**src/rtl/acq_done_tracker.sv**
```systemverilog
// acq_done_tracker: turns per-sensor completion pulses into done levels.
// Watchdog built only when ACQ_DONE_TRACKER_TIMEOUT_EN is defined.
module acq_done_tracker #(
  parameter int N_SENSORS = 10,
  parameter int WAIT_W    = 16
) (
  input  logic                 clk,
  input  logic                 rst_n,
  input  logic                 trigger,
  input  logic [N_SENSORS-1:0] en_bits,
  input  logic [N_SENSORS-1:0] done_pulse_in,
  input  logic [WAIT_W-1:0]    timeout_cycles,
  input  logic                 clear_status,
  output logic [N_SENSORS-1:0] done_out,
  output logic                 busy,
  output logic                 timeout_flag,
  output logic [N_SENSORS-1:0] timed_out_mask,
  output logic [7:0]           overrun_cnt
);

  localparam logic [1:0] S_IDLE = 2'd0;
  localparam logic [1:0] S_ACQ  = 2'd1;
  localparam logic [1:0] S_CMP  = 2'd2;

  logic [1:0]           state_q;
  logic [1:0]           state_d;
  logic [N_SENSORS-1:0] pend_q;
  logic [N_SENSORS-1:0] pend_d;
  logic [N_SENSORS-1:0] done_q;
  logic [N_SENSORS-1:0] done_d;
  logic [WAIT_W-1:0]    wait_q;
  logic [WAIT_W-1:0]    wait_d;
  logic [N_SENSORS-1:0] remain;
  logic [N_SENSORS-1:0] forced;
  logic [7:0]           ovr_q;
  logic                 in_acq;
  logic                 fire;
  logic                 overrun;

  assign in_acq  = (state_q == S_ACQ);
  assign remain  = pend_q & ~done_pulse_in;
  assign overrun = trigger & in_acq;

`ifdef ACQ_DONE_TRACKER_TIMEOUT_EN
  logic [WAIT_W-1:0] last_cyc;

  assign last_cyc = timeout_cycles - WAIT_W'(1);
  assign fire = in_acq & ~trigger
              & (|timeout_cycles)
              & (wait_q == last_cyc)
              & (|remain);
`else
  logic unused_tmo;

  assign unused_tmo = ^timeout_cycles;
  assign fire       = 1'b0;
`endif

  assign forced = fire ? remain : '0;

  // Next-state: trigger re-arms from any state, ACQUIRE latches pulses
  always_comb begin
    state_d = state_q;
    pend_d  = pend_q;
    done_d  = done_q;
    wait_d  = wait_q;
    if (trigger) begin
      done_d  = '0;
      wait_d  = '0;
      pend_d  = en_bits;
      state_d = (|en_bits) ? S_ACQ : S_IDLE;
    end else if (in_acq) begin
      done_d = done_q
             | (done_pulse_in & pend_q)
             | forced;
      pend_d = fire ? '0 : remain;
      if (!(&wait_q)) begin
        wait_d = wait_q + WAIT_W'(1);
      end
      if (fire || (remain == '0)) begin
        state_d = S_CMP;
      end
    end else if (state_q == 2'd3) begin
      state_d = S_IDLE;
    end
  end

  // Acquisition state registers
  always_ff @(posedge clk or negedge rst_n) begin
    if (!rst_n) begin
      state_q <= S_IDLE;
      pend_q  <= '0;
      done_q  <= '0;
      wait_q  <= '0;
    end else begin
      state_q <= state_d;
      pend_q  <= pend_d;
      done_q  <= done_d;
      wait_q  <= wait_d;
    end
  end

  // Saturating overrun count; a new overrun beats a clear
  always_ff @(posedge clk or negedge rst_n) begin
    if (!rst_n) begin
      ovr_q <= '0;
    end else if (overrun) begin
      if (clear_status) begin
        ovr_q <= 8'd1;
      end else if (!(&ovr_q)) begin
        ovr_q <= ovr_q + 8'd1;
      end
    end else if (clear_status) begin
      ovr_q <= '0;
    end
  end

`ifdef ACQ_DONE_TRACKER_TIMEOUT_EN
  logic                 tflag_q;
  logic [N_SENSORS-1:0] tmask_q;

  // Sticky timeout status; a new timeout beats a clear
  always_ff @(posedge clk or negedge rst_n) begin
    if (!rst_n) begin
      tflag_q <= 1'b0;
      tmask_q <= '0;
    end else if (clear_status) begin
      tflag_q <= fire;
      tmask_q <= forced;
    end else begin
      tflag_q <= tflag_q | fire;
      tmask_q <= tmask_q | forced;
    end
  end

  assign timeout_flag   = tflag_q;
  assign timed_out_mask = tmask_q;
`else
  assign timeout_flag   = 1'b0;
  assign timed_out_mask = '0;
`endif

  assign done_out    = done_q;
  assign busy        = in_acq;
  assign overrun_cnt = ovr_q;

endmodule

```
**config.mk**
```make
export PLATFORM = sky130hd
export DESIGN_NAME = acq_done_tracker
export DESIGN_NICKNAME = d
export VERILOG_FILES = /design/src/rtl/acq_done_tracker.sv
export SDC_FILE = /design/constraint.sdc
export NUM_CORES = 1
export LEC_CHECK = 0
export BUFFER_PORTS_ARGS = -buffer_cell sky130_fd_sc_hd__buf_2
export CAP_MARGIN = 20
export CORE_MARGIN = 10
export CORE_UTILIZATION = 46
export DETAILED_ROUTE_END_ITERATION = 7
export PLACE_DENSITY_LB_ADDON = 0.2
export REMOVE_ABC_BUFFERS = 1
export SKIP_LAST_GASP = 1
export SYNTH_ARGS = -nofsm -noshare
export SYNTH_HDL_FRONTEND = slang
export SYNTH_SLANG_ARGS = --single-unit
```
**constraint.sdc**
```tcl
create_clock -name clk -period 1.84 [get_ports clk]
set_input_delay 0.184 -clock clk [delete_from_list [all_inputs] [get_ports clk]]
set_output_delay 0.184 -clock clk [all_outputs]
set_load 0.01 [all_outputs]
```
==> results.sh, run 1 <==
export IMPL_grt_overflow_total=0
export IMPL_boundaryPins=70
export IMPL_seq_area_frac_synth=0.4946
export IMPL_yosysMostFrequentCell="dfrtp_1"
export IMPL_synthArstFlopShare=1.000
export IMPL_grt_pass1_wl_um=6306
export IMPL_ys_ff_latch=30
export IMPL_yosys_top_cells_count="30 x dfrtp_1, 21 x nand2_1, 17 x o21ai_0"
export IMPL_syn_avg_cell_area_um2=9.254
export IMPL_fin_ws_ps=282.0
export IMPL_setup_viol=0
export IMPL_crit_slowest_cell="dfrtp_1"
export IMPL_grt_max_degree=31
export IMPL_placeableCoreArea_mm2=0.003103
export IMPL_holdPathStages=3
export IMPL_dieWidth_um=77.44
export IMPL_syn_inst=164
export IMPL_num_fill_cells=296
export IMPL_rows=20
export IMPL_h_tree_depth=2
export IMPL_fin_crit_ps=1558
export IMPL_netlist_area_mm2=0.001518
export IMPL_via_per_inst=5.269
export IMPL_yosys_warnings=0
export IMPL_fmax_ghz=0.6419
export IMPL_maxCapViolCount=0
export IMPL_worstPathArrival_ps=1800
export IMPL_max_slew_margin_rel=0.5526
export IMPL_dr_pass1_iters=4
export IMPL_clk_pin_slew_worst_paths_ps=100
export IMPL_fin_cells=253
export IMPL_critPathMaxStageDelay_ps=440
export IMPL_drc=0
export IMPL_path_buf_inv=0
export IMPL_synth_ff_type="dfrtp_1"
export IMPL_crit_type="reg2reg"
export IMPL_antenna_found_initial=0
export IMPL_seq_power_share=0.475
export IMPL_clk_latency_ps=340
export IMPL_wl_um=3836
export IMPL_grt_setup_unrepaired="no"
export IMPL_worstHoldPathType="in2reg"
export IMPL_dr_first_iter_drc_count=124
export IMPL_ctsResizeCount=0
export IMPL_synth_edff_count=0
export IMPL_clkPwrFrac=0.330
export IMPL_die_y_um=77.44
export IMPL_tns_ps=0
export IMPL_cts_tree="done"
export IMPL_numPortBuffers=42
export IMPL_skew_ps=9.874
export IMPL_reg2reg_depth=5
export IMPL_final_layout_size_suffix_gt1_frac=0.2679
export IMPL_cts_root_buf="clkbuf_4"
export IMPL_initial_core_util=0.4891
export IMPL_synth_cell_types=38
export IMPL_synth_top_area_share=0.4946
export IMPL_switching_share=0.3010
export IMPL_end_kind="register"
export IMPL_path_depth=5
export IMPL_final_max_slew_violation_count=0
export IMPL_tritoncts_num_sinks=30
export IMPL_grt_total_usage=0.1276
export IMPL_cp_required_ps=2080
export IMPL_p_sw_w=0.0004844
export IMPL_power_density_mw_per_mm2=887.6
export IMPL_hold_viol_final=0
export IMPL_status="completed"
export IMPL_fin_worst_hold_slack_ps=70.47
export IMPL_tightest_slew_ps=671.1
export IMPL_vdd_drop_max_uv=573.3
export IMPL_cp_cell_sequence="ha_1 > nand3_1 > or2_1 > nand3_2 > mux2_4"
export IMPL_hpwl_um=2858
export IMPL_fin_util=0.5843
export IMPL_clock_path_buffers=2
export IMPL_crit_family="simple AND/OR/NAND/NOR gates"
export IMPL_fin_crit_sh=0.8467
export IMPL_synthTopCellsByArea="dfrtp_1 49%, buf_4 5.9%, o21ai_0 5.6%"
export IMPL_post_drt_wl_per_cell_um=15.16
export IMPL_routabilityCongestion=0.8026
export IMPL_cts_made_buffers=5
export IMPL_ant_nets=0
export IMPL_pwr_share_comb=0.196
export IMPL_grt_pass1_vias=1353
export IMPL_antenna_cells=0
export IMPL_dp_cells=244
export IMPL_dp_slack_ps=329.5
export IMPL_synthToLayoutAreaGrowth_pct=19.46
export IMPL_start_kind="register"
export IMPL_nets=249
export IMPL_leakage_nw=0.9228
export IMPL_yosysTopAreaCell="dfrtp_1"
export IMPL_critPathMaxFanout=6
export IMPL_dieArea_mm2=0.005997
export IMPL_intPower_w=0.001125
export IMPL_dr_total_vias=1333
-- state kept, by name, indices dropped and copies added (netlist names) --
register	flops
overrun_cnt	8
done_out	10
pend_q	10
state_q	2
-- area by class of cell --
| cell class | instances | area [um^2] | area share |
|---|---|---|---|
| multi-input combinational | 118 | 659.4 | 0.3637 |
| sequential | 30 | 750.7 | 0.4141 |
| inverter | 8 | 30.03 | 0.01656 |
| tap | 44 | 55.05 | 0.03037 |
| clock buffer | 5 | 37.54 | 0.02070 |
| timing repair buffer | 45 | 235.2 | 0.1297 |
| clock inverter | 3 | 45.04 | 0.02484 |
-- logic make-up after synthesis --
logic type	synth area share
flops	0.4946
buf+inv	0.09564
other cells	0.002471
fa+ha+maj	0.008243
simple gates	0.2127
mux	0.01649
compound gates	0.1698
-- power by group through the flow --
stage | Sequential, W | Combinational, W | Clock (W)
floorplan | 0.000783 | 0.000154 | 0
global placement | 0.000770 | 0.000305 | 0
detailed placement | 0.000775 | 0.000315 | 0
CTS | 0.000762 | 0.000317 | 0.000549
global route | 0.000773 | 0.000355 | 0.000582
finish | 0.000764 | 0.000315 | 0.000530
-- metal layers --
metal | GRT usage | up-vias | share of wire
li1 | - | 646 | -
met1 | 0.1498 | 623 | 0.43
met2 | 0.1906 | 57 | 0.44
met3 | 0.06912 | 7 | 0.11
met4 | 0.05109 | 0 | 0.018
met5 | 0 | - | 0
-- path summary, 6_finish.rpt --
path	start	endpoint	slack [ps]
setup / recovery	overrun_cnt[0]	overrun_cnt[3]	280
hold / removal	en_bits[0]	pend_q[0]	70
setup reg to reg	overrun_cnt[0]	overrun_cnt[3]	280
hold reg to reg	done_out[7]	done_out[7]	500
max in group asynchronous	rst_n	overrun_cnt[6]	1000
min in group asynchronous	rst_n	done_out[9]	410
-- worst register-to-register path, delay by kind of cell (launching register included) --
| family | cells | cell delay (ps) |
|---|---|---|
| AND/OR/NAND/NOR | 3 | 500 |
| multiplexers | 1 | 300 |
| adder cells (fa/ha/maj) | 1 | 230 |
| flip-flops | 1 | 440 |
-- metrics by stage --
stage | total power (W) | instance area (um^2)
6_report | 0.001609 | 1813
5_1_grt | 0.001710 | 1813
4_1_cts | 0.001629 | 1813
3_5_place_dp | 0.001090 | 1720
3_3_place_gp | 0.001075 | 1720
2_1_floorplan | 0.0009375 | 1440
-- repair_timing --
action,CTS,global route
endpoints found under the hold margin,30,0
hold buffers,1,0
buffers inserted,0,0
-- cells in the final DEF (no fill, tap or decap), types with 2 or more instances in the layout --
| master | synthesis | final |
|---|---|---|
| dfrtp_1 | 30 | 30 |
| nor2b_1 | 7 | 7 |
| inv_1 | 8 | 8 |
| nor2_1 | 14 | 14 |
| o21ai_0 | 17 | 17 |
| nor3_1 | 3 | 3 |
| buf_2 | 2 | 42 |
| a2111oi_0 | 2 | 2 |
| nand2_1 | 21 | 21 |
| clkbuf_4 | 0 | 5 |
| buf_4 | 12 | 2 |
| o311ai_0 | 2 | 2 |
| conb_1 | 1 | 11 |
| a31oi_1 | 13 | 13 |
| nand3_1 | 6 | 6 |
| clkinvlp_4 | 0 | 2 |
Note: power is estimated with default switching activity, not from simulation.
==> run 2: changes to the inputs <==
clock period = 1.5 ns   (was 1.84 ns; I/O delays follow)
==> run 2 against run 1 <==
Sequential power up 21%. First-iteration DRC count rose by 15%. Worst setup slack worse by 210 ps. Core utilization up 1.1 points. Sequential cell count stayed put. Die area did not move. Maximum frequency is 9.4% higher. Critical endpoint is now overrun_cnt[4].
==> results.sh, run 2 (synthesis gave the netlist of run 1 again) <==
export IMPL_status="completed"
export IMPL_grtUsageMet2=0.1839
export IMPL_grt_total_usage=0.1215
export IMPL_critPathMaxFanout=5
export IMPL_crit_type="reg2reg"
export IMPL_fin_crit_sh=0.9495
export IMPL_vdd_drop_max_uv=561.8
export IMPL_dieArea_mm2=0.005997
export IMPL_final_cell_mix="42 x buf_2, 30 x dfrtp_1, 21 x nand2_1, 16 x o21ai_0, 14 x nor2_1"
export IMPL_start_kind="register"
export IMPL_antenna_found_initial=0
export IMPL_die_y_um=77.44
export IMPL_numPortBuffers=42
export IMPL_maxCapViolCount=0
export IMPL_cts_root_buf="clkbuf_4"
export IMPL_critPathMaxStageDelay_ps=400
export IMPL_r2r_start="overrun_cnt[0]"
export IMPL_antenna_cells=0
export IMPL_drc=0
export IMPL_grt_setup_unrepaired="yes"
export IMPL_final_common_cell="buf_2"
export IMPL_hold_path_end="pend_q[4]"
export IMPL_busiest_layer="met2"
export IMPL_grtUsageMet1=0.1494
export IMPL_worstHoldPathType="in2reg"
export IMPL_h_tree_depth=2
export IMPL_placeableCoreArea_mm2=0.003103
export IMPL_fin_crit_ps=1424
export IMPL_wl_um=3765
export IMPL_fin_util=0.5952
export IMPL_fin_cells=258
export IMPL_cp_cell_sequence="ha_1 > and4b_2 > and3_1 > o21ai_1 > a31oi_1"
export IMPL_grt_max_degree=31
export IMPL_dp_cells=249
export IMPL_tritoncts_num_sinks=30
export IMPL_final_max_slew_violation_count=0
export IMPL_leakage_nw=0.9504
export IMPL_cts_tree="done"
export IMPL_crit_family="simple AND/OR/NAND/NOR gates"
export IMPL_r2r_slack_ps=80
export IMPL_routabilityCongestion=0.8117
export IMPL_tns_ps=0
export IMPL_grt_pass1_wl_um=6099
export IMPL_grt_overflow_total=0
export IMPL_skew_ps=11.10
export IMPL_setup_viol=0
export IMPL_crit_slowest_cell="dfrtp_1"
export IMPL_grt_pass1_vias=1336
export IMPL_reg2reg_depth=5
export IMPL_power_density_mw_per_mm2=1013
export IMPL_clk_latency_ps=330
export IMPL_dr_total_vias=1346
export IMPL_via_per_inst=5.217
export IMPL_cp_required_ps=1700
export IMPL_path_buf_inv=0
export IMPL_fmax_ghz=0.7021
export IMPL_worstPathArrival_ps=1630
export IMPL_hold_start="en_bits[4]"
export IMPL_final_layout_size_suffix_gt1_frac=0.2944
export IMPL_ant_nets=0
export IMPL_dieWidth_um=77.44
export IMPL_clock_path_buffers=2
export IMPL_post_drt_wl_per_cell_um=14.59
export IMPL_cts_setup_buffers=0
export IMPL_boundaryPins=70
export IMPL_hpwl_um=2841
export IMPL_hold_viol_final=0
export IMPL_rows=20
export IMPL_max_slew_margin_rel=0.5603
export IMPL_nets=254
export IMPL_dr_first_iter_drc_count=142
export IMPL_tightest_slew_ps=659.5
export IMPL_r2r_end="overrun_cnt[4]"
export IMPL_cts_made_buffers=5
export IMPL_end_kind="register"
export IMPL_initial_core_util=0.4891
export IMPL_clk_pin_slew_worst_paths_ps=100
export IMPL_grt_use_met3=0.06452
export IMPL_dr_pass1_iters=5
export IMPL_holdPathStages=3
export IMPL_synthToLayoutAreaGrowth_pct=21.68
## run 2: cell count changes in the layout (fill, tap and decap cells not counted), moves of 2 or more
cell        change
a2111oi_0       -2
a2111oi_1       +2
buf_4           +4
clkinvlp_4      -2
## run 2: cell type report
cell class	instances	area, um^2
multi-input cells	118	670.6
well taps	44	55.05
flip-flops and latches	30	750.7
inverters	8	30.03
clock inverters	1	5.005
clock buffers	7	55.05
repair buffers	50	280.3
fillers	289	1256
## run 2: per-layer routing
metal	vias to the layer above	share of wire
met5	-	0
met4	0	0.0035
met3	2	0.10
met2	67	0.45
met1	619	0.45
li1	658	-
## run 2: power by group
group | internal [W] | total [W] | switching (W) | leakage [nW]
clock network | 0.000227 | 0.000504 | 0.000277 | 0.0353
logic | 0.000184 | 0.000443 | 0.000259 | 0.522
registers | 0.000879 | 0.000924 | 0.0000450 | 0.393
total | 0.00129 | 0.00187 | 0.000581 | 0.950
## run 2: metrics by stage
stage | cell area [um^2] | setup WS, ps | hold slack, ps | total power (W)
3_3_place_gp | 1758 | 92.47 | 214.7 | 0.001345
6_report | 1847 | 75.73 | 47.70 | 0.001871
4_1_cts | 1828 | 4.553 | 40.59 | 0.001867
2_1_floorplan | 1440 | -23.46 | -145.6 | 0.001150
3_5_place_dp | 1758 | 39.96 | 229.8 | 0.001363
5_1_grt | 1847 | -17.30 | 46.95 | 0.001980
## run 2: how the worst max path moves through the flow
| stage | endpoint | cells after the start | from |
|---|---|---|---|
| 6_report | overrun_cnt[4] | 5 | overrun_cnt[0] |
| 5_1_grt | state_q[1] | 4 | pend_q[1] |
| 4_1_cts | busy | 3 | state_q[1] |
| 3_5_place_dp | state_q[0] | 4 | pend_q[4] |
| 3_3_place_gp | overrun_cnt[3] | 5 | overrun_cnt[1] |
| 2_1_floorplan | overrun_cnt[3] | 4 | state_q[1] |
## run 2: repair_timing
item,4_1_cts,5_1_grt
setup endpoints to repair,0,7
resized for setup,0,9
hold endpoints to repair,30,0
hold buffers,1,0
## run 2: worst register-to-register path, delay by kind of cell (launching register included)
family	cells	cell delay, ps
simple gates	2	470
flops	1	400
fa+ha+maj	1	240
compound gates	2	190
==> run 3: changes to the inputs <==
PLACE_DENSITY = 0.79   (was unset)
PLACE_DENSITY_LB_ADDON = unset   (was 0.2)
==> run 3 against run 2 <==
Non-clock buffer count unchanged. First-iteration DRC count decreased by 63%. Final area decreased by 0.54%. Clock-buffer cell count unchanged. Global-route usage increased by 0.14 points. Critical endpoint is now busy.
==> results.sh, run 3 (synthesis gave the netlist of run 1 again) <==
export IMPL_leakage_nw=0.9496
export IMPL_dp_cells=250
export IMPL_fin_crit_ps=1420
export IMPL_via_per_inst=5.174
export IMPL_grt_max_degree=31
export IMPL_fmax_ghz=0.7043
export IMPL_switching_share=0.3120
export IMPL_dr_pass1_iters=4
export IMPL_final_max_slew_violation_count=0
export IMPL_wl_um=3654
export IMPL_tightest_slew_ps=641.1
export IMPL_post_drt_wl_per_cell_um=14.16
export IMPL_cp_required_ps=1350
export IMPL_holdPathStages=3
export IMPL_dieWidth_um=77.44
export IMPL_pwr_share_comb=0.234
export IMPL_p_sw_w=0.0005842
export IMPL_fin_worst_hold_slack_ps=38.28
export IMPL_clkPwrFrac=0.274
export IMPL_grt_pass1_vias=1413
export IMPL_dieArea_mm2=0.005997
export IMPL_nets=254
export IMPL_maxCapViolCount=0
export IMPL_boundaryPins=70
export IMPL_cts_root_buf="clkbuf_4"
export IMPL_routabilityCongestion=0.8456
export IMPL_grt_setup_unrepaired="no"
export IMPL_antenna_found_initial=0
export IMPL_dr_first_iter_drc_count=53
export IMPL_clock_path_buffers=2
export IMPL_rows=20
export IMPL_final_cell_mix="42 x buf_2, 30 x dfrtp_1, 21 x nand2_1, 17 x o21ai_0, 14 x nor2_1"
export IMPL_status="completed"
export IMPL_start_kind="register"
export IMPL_grt_pass1_wl_um=6223
export IMPL_hpwl_um=2797
export IMPL_clk_pin_slew_worst_paths_ps=90
export IMPL_vdd_drop_max_uv=680.3
export IMPL_fin_cells=258
export IMPL_hold_viol_final=0
export IMPL_end_kind="primary output"
export IMPL_h_tree_depth=2
export IMPL_fin_crit_sh=0.9465
export IMPL_setup_viol=0
export IMPL_grt_overflow_total=0
export IMPL_placeableCoreArea_mm2=0.003103
export IMPL_die_y_um=77.44
export IMPL_clk_latency_ps=340
export IMPL_worstPathArrival_ps=1270
export IMPL_tritoncts_num_sinks=30
export IMPL_drc=0
export IMPL_critPathMaxFanout=21
export IMPL_final_common_cell="buf_2"
export IMPL_final_layout_size_suffix_gt1_frac=0.2804
export IMPL_power_density_mw_per_mm2=1019
export IMPL_cts_made_buffers=5
export IMPL_crit_type="reg2out"
export IMPL_ant_nets=0
export IMPL_intPower_w=0.001288
export IMPL_max_slew_margin_rel=0.5726
export IMPL_num_fill_cells=299
export IMPL_worstHoldPathType="in2reg"
export IMPL_grt_total_usage=0.1229
export IMPL_reg2reg_depth=5
export IMPL_synthToLayoutAreaGrowth_pct=21.02
export IMPL_antenna_cells=0
export IMPL_dr_total_vias=1335
export IMPL_numPortBuffers=42
export IMPL_cts_tree="done"
export IMPL_seq_power_share=0.493
export IMPL_skew_ps=12.77
export IMPL_initial_core_util=0.4891
==> run 3: critical path: stages (launching register included) <==
cell	delay, ps
dfrtp_1	430
nor2b_4	160
buf_8	180
buf_2	150
==> run 3: layer usage <==
metal	global-route usage	vias to the layer above	part of all wire
met1	0.1383	624	0.44
met5	0	-	0
met4	0.04380	0	0.0082
met3	0.06797	4	0.095
li1	-	662	-
met2	0.1923	45	0.46
==> run 3: repair_timing <==
action                                 4_1_cts  5_1_grt
setup endpoints to repair                    1        4
gates resized for setup                      1        3
pin swaps                                    0        0
buffers inserted                             0        0
hold buffers                                 1        0
endpoints found under the hold margin       30        0
==> run 3: final cells by class <==
| cell class | instances | area, um^2 | share of cell area |
|---|---|---|---|
| clock buffer | 7 | 55.05 | 0.02997 |
| tap | 44 | 55.05 | 0.02997 |
| clock inverter | 1 | 5.005 | 0.002725 |
| inverter | 8 | 30.03 | 0.01635 |
| timing repair buffer | 50 | 280.3 | 0.1526 |
| sequential | 30 | 750.7 | 0.4087 |
| multi-input combinational | 118 | 660.6 | 0.3597 |
==> run 3: worst paths after layout <==
path	endpoint	from	slack, ps
min in group asynchronous	overrun_cnt[3]	rst_n	360
worst min register to register	done_out[7]	done_out[7]	500
max in group asynchronous	overrun_cnt[0]	rst_n	710
worst max-delay path	busy	state_q[1]	80
worst min-delay path	pend_q[2]	en_bits[2]	40
worst max register to register	overrun_cnt[3]	overrun_cnt[0]	110
==> run 3: power by group through the flow <==
stage | logic [W] | clock network, W | registers, W
3_5_place_dp | 0.000433 | 0 | 0.000937
5_1_grt | 0.000494 | 0.000567 | 0.000932
4_1_cts | 0.000435 | 0.000523 | 0.000922
2_1_floorplan | 0.000189 | 0 | 0.000961
6_report | 0.000437 | 0.000513 | 0.000922
3_3_place_gp | 0.000423 | 0 | 0.000935
==> run 3: through the flow <==
step / util / power (W) / cell area [um^2] / setup TNS [ps] / setup WS, ps
floorplan: - / 0.001150 / 1440 / -23.46 / -23.46
global placement: 0.5690 / 0.001358 / 1765 / 0 / 115.3
detailed placement: 0.5690 / 0.001369 / 1765 / 0 / 98.85
CTS: 0.5903 / 0.001880 / 1832 / 0 / 53.77
global route: 0.5919 / 0.001993 / 1837 / 0 / 1.670
finish: 0.5919 / 0.001872 / 1837 / 0 / 80.24
